$ cat src/rtl/call_stack.sv
// call_stack: PIC16C5x return-address stack with level count and sticky overflow/underflow flags
module call_stack #(
  parameter int DEPTH      = 2,
  parameter int ADDR_WIDTH = 11
) (
  input  logic                         clk,
  input  logic                         rst_n,
  input  logic [1:0]                   stackCommand,
  input  logic [ADDR_WIDTH-1:0]        pushAddr,
  input  logic                         clrFlags,
  output logic [ADDR_WIDTH-1:0]        tos,
  output logic [$clog2(DEPTH+1)-1:0]   level,
  output logic                         empty,
  output logic                         full,
  output logic                         overflow,
  output logic                         underflow
);
  localparam logic [1:0] STK_PUSH = 2'b01;
  localparam logic [1:0] STK_POP  = 2'b10;
  localparam int LW = $clog2(DEPTH + 1);
  logic [ADDR_WIDTH-1:0] stk [DEPTH];
  logic isPush, isPop;
  assign isPush = stackCommand == STK_PUSH;
  assign isPop  = stackCommand == STK_POP;
  assign tos    = stk[0];
  assign empty  = level == '0;
  assign full   = level == LW'(DEPTH);
  // Shift entries on push/pop, saturate the level count, and latch sticky flags (set beats clear)
  always_ff @(posedge clk or negedge rst_n)
    if (!rst_n) begin
      for (int i = 0; i < DEPTH; i++) stk[i] <= '0;
      level     <= '0;
      overflow  <= 1'b0;
      underflow <= 1'b0;
    end else begin
      if (isPush) begin
        stk[0] <= pushAddr;
        for (int i = 1; i < DEPTH; i++) stk[i] <= stk[i-1];
      end else if (isPop) begin
        for (int i = 0; i < DEPTH - 1; i++) stk[i] <= stk[i+1];
      end
      level     <= (isPush && !full) ? level + 1'b1 : (isPop && !empty) ? level - 1'b1 : level;
      overflow  <= (isPush && full) || (overflow && !clrFlags);
      underflow <= (isPop && empty) || (underflow && !clrFlags);
    end
endmodule
$ cat config.mk
export PLATFORM = sky130hd
export DESIGN_NAME = call_stack
export DESIGN_NICKNAME = d
export VERILOG_FILES = /design/src/rtl/call_stack.sv
export SDC_FILE = /design/constraint.sdc
export NUM_CORES = 1
export LEC_CHECK = 0
export ABC_AREA = 1
export BUFFER_PORTS_ARGS = -buffer_cell sky130_fd_sc_hd__buf_2
export CAP_MARGIN = 5
export CORE_MARGIN = 4
export CORE_UTILIZATION = 54
export CTS_BUF_LIST = sky130_fd_sc_hd__clkbuf_2
export DETAILED_ROUTE_END_ITERATION = 10
export PLACE_DENSITY = 0.9
export RECOVER_POWER = 50
export SETUP_SLACK_MARGIN = 0.02
export SLEW_MARGIN = 20
export SYNTH_ARGS = -nofsm -noshare
export SYNTH_HDL_FRONTEND = slang
export SYNTH_SLANG_ARGS = --single-unit
$ cat constraint.sdc
create_clock -name clk -period 1.2 [get_ports clk]
set_clock_uncertainty 0.15 [all_clocks]
set_input_delay 0.24 -clock clk [delete_from_list [all_inputs] [get_ports clk]]
set_output_delay 0.24 -clock clk [all_outputs]
set_load 0.05 [all_outputs]
Word-level counts from Yosys, hierarchy flattened
Cells that the tools add are included.
Widths: inputs -> output; s select.
{ "word_totals": {"latchBits": 0, "wordCells": 28, "mem_bits_ro": 0, "ramBits": 0, "n_memories": 0, "register_bits": 26} }
{ "op_classes": {"n_eq_ne": 3, "shift": 0, "n_addsub": 2, "div": 0, "n_reduce_logical": 14, "bitwise": 0, "mul": 0, "mux": 4, "n_lt_le_gt_ge": 0} }
{ "op_table": {"columns": ["cell", "n"], "rows": [
  ["$mux 11", 2],
  ["$logic_and 1x1->1", 6],
  ["$eq 2x2->1 const B", 2],
  ["$mux 2", 2],
  ["$reduce_bool 2->1", 2],
  ["$logic_not 1->1", 3],
  ["$add 2x1->2 const B", 1],
  ["$eq 2x1->1 const B", 1],
  ["$logic_not 2->1", 1],
  ["$logic_or 1x1->1", 2],
  ["$sub 2x1->2 const B", 1]
]} }

Depth between registers and ports, before layout
{ "depth": {"ltp_word": 5, "depth_mapped": 6} }

Least setup slack after synthesis
Ideal clock, no wire load.
{ "synth_timing": {"path_kind": "reg2out", "from": "reg level[0]", "to": "out empty", "setup_slack_ns": -0.384, "arrival_ns": 1.194, "stages_incl_launch_ff": 3, "n_path_buf": 0, "path_cell_list": "dfrtp_1 or2_1 inv_1"} }
{ "synth_between": {"elab_chain_cells": 1} }
{ "synth_rtl": {"columns": ["item", "line", "text"], "rows": [
  ["start, declared", "12", "output logic [$clog2(DEPTH+1)-1:0] level,"],
  ["start signal, assigned", "42", "level <= (isPush && !full) ? level + 1'b1 : (isPop && !empty) ? level - 1'b1 : level;"],
  ["$logic_not 2->1", "26", "assign empty = level == '0;"],
  ["end, declared", "13", "output logic empty,"]
]} }
Every way passes these cells.

Worst setup path in the final report
{ "layout_timing": {"from": "reg level[1]", "to": "out empty"} }
The elaborated chain is that of the path after synthesis.

==> metrics.txt <==
clock root buffer clkbuf_2; post-synthesis cell area 0.00131 mm2; DR pass1 iterations 4; minimum clock period 1.72 ns; RSZ-0062 raised after global routing yes; CTS Buf Count 3; outcome complete, but fails checks; clk_lat worst skew 0.35 ns; MaxCap Viol Count 0; initial antenna violation count 0; Final period util 143%; worst slack, placed -0.168 ns; power per cell area 2340 mW/mm2; Non-Filler Instances 208; Worst setup EP type primary output; fin. max-slew vios 0; hold_ws 0.0183 ns; final wirelength 3780 um; area of the multi-input gates 534 um2; Yosys warnings 0; die height 57.2 um; area delta synth->final 42.8%; Max Clock Freq 582 MHz; utilization after layout just over 80%; setup TNS -4.15 ns; Yosys reg bits 26; Clock Pin Slew Worst Setup and Hold Paths 0.23 ns; vias in the first global route 1174; Final ANT Viol Nets 0; die area 0.00328 mm2; largest net degree at the start of global routing 27; Vias 1159; vias per cell 5.57; syn_area_per_cell 10.5 um2; setup ws final -0.517 ns; failing checks negative setup slack; # rows 17; final hold vios 0; Initial Util 58.0%; Max FO, Critical Path 2; Hold Path Class primary input to register; Worst VDD drop about 0.0017 V; # DRC 0; Ports 33; placed cells 179; final setup fails 23; Initial DRC Count 68; CTS tree done; Final HPWL DP a little under 2000 um; cell area after layout 0.00187 mm2; Worst Tran Pin Value 0.632 ns; Routability Congestion 0.721; Synth cell types 17; Clock Path Buffers 2; CP Data Required Time 0.81 ns; Pleak between 0.9 and 1 nW; ant diodes 0; GRT overflow 0; placed cell area ~0.0015 mm2; Sink Count 26; WL/cell 18.2 um; fin nets 200; gr usage total 23.2%; fillcell total 115; register area 653 um2; fraction of layout cells with a size suffix above 1 51.7%; commonest non-fill, non-tap cells in the layout 24 x dfrtp_1, 24 x buf_4, 19 x nand2_1, 17 x buf_6, 13 x buf_2; CP Launch Type register; Core Region 0.00225 mm2; chip width around 57 um; sequential share of the synthesized area 49.7%; WP data arrival around 1.3 ns; H-Tree Depth 1; instance count of the mapped netlist 125; Mapped Nets roughly 140; I/O Buffers 32; relative max-transition margin 57.9%; first-pass GRT wire length 5760 um; crit path kind register to primary output; total power 4.37 mW
==> state kept, by name, indices dropped and copies added (netlist names) <==
| name | flops |
|---|---|
| stk | 11 |
| tos | 11 |
| level | 2 |
| overflow | 1 |
| underflow | 1 |
==> worst max-delay path, cell delays in order (launching register included) <==
cell        delay [ns]
dfrtp_2           0.46
or2_4             0.26
clkinvlp_4        0.09
buf_8             0.15
==> cells in the mapped netlist (all sizes together) <==
cell type   n  area [um2]
nand2      20        75.1
mux2       11         158
o21ai       4        20.0
inv         9        33.8
clkbuf      1        7.51
ha          3        37.5
or2         1        6.26
nand3       2        10.0
a21oi      22         148
nor2       11        41.3
buf        15         121
dfrtp      26         651
==> final timing paths <==
check                       startpoint  endpoint  slack (ns)  depth (start not counted)
max in group asynchronous        rst_n  level[1]        0.22                          2
min reg2reg                     stk[5]    stk[5]        0.38                          1
min in group asynchronous        rst_n   tos[10]        0.25                          2
max reg2reg                   level[1]  overflow       -0.20                          7
min                        pushAddr[3]    tos[3]        0.02                          3
max                           level[1]     empty       -0.52                          3
==> layer usage <==
layer  track usage, %  share of wire (%)  vias to the layer above
li1                 -                  -                      501
met5                0                  0                        -
met1             28.6                 36                      549
met3             5.43                8.1                       32
met2             40.1                 51                       77
met4             7.28                5.0                        0
==> power breakdown <==
part	switching (mW)	internal (mW)	leakage (nW)
registers	0.232	1.18	0.296
logic	1.44	1.19	0.599
clock network	0.253	0.0724	0.0140
==> area by class of cell <==
type / count / share of cell area (%)
flip-flops and latches: 26 / 34.9
repair buffers: 67 / 31.4
multi-input cells: 74 / 28.6
inverters: 9 / 2.21
well taps: 28 / 1.87
clock buffers: 3 / 0.803
clock inverters: 1 / 0.201
==> logic make-up (layout without fill, tap and decap cells) <==
kind of cell,count (synthesis),in the layout,share of synthesized area (%)
buffers and inverters,25,80,12.4
AND/OR/NAND/NOR,34,34,10.1
adder cells (fa/ha/maj),3,3,2.87
multiplexers,11,11,12.0
flip-flops,26,26,49.7
AO/OA/AOI/OAI,26,26,12.8
==> timing repair <==
action / in CTS / in global routing
hold buffers: 6 / 1
resized for setup: 39 / 3
setup buffers: 14 / 4
hold endpoints to repair: 32 / 1
pin swaps: 0 / 1
cloned: 0 / 0
setup endpoints to repair: 19 / 20
Power figures use the tool's default switching activity.
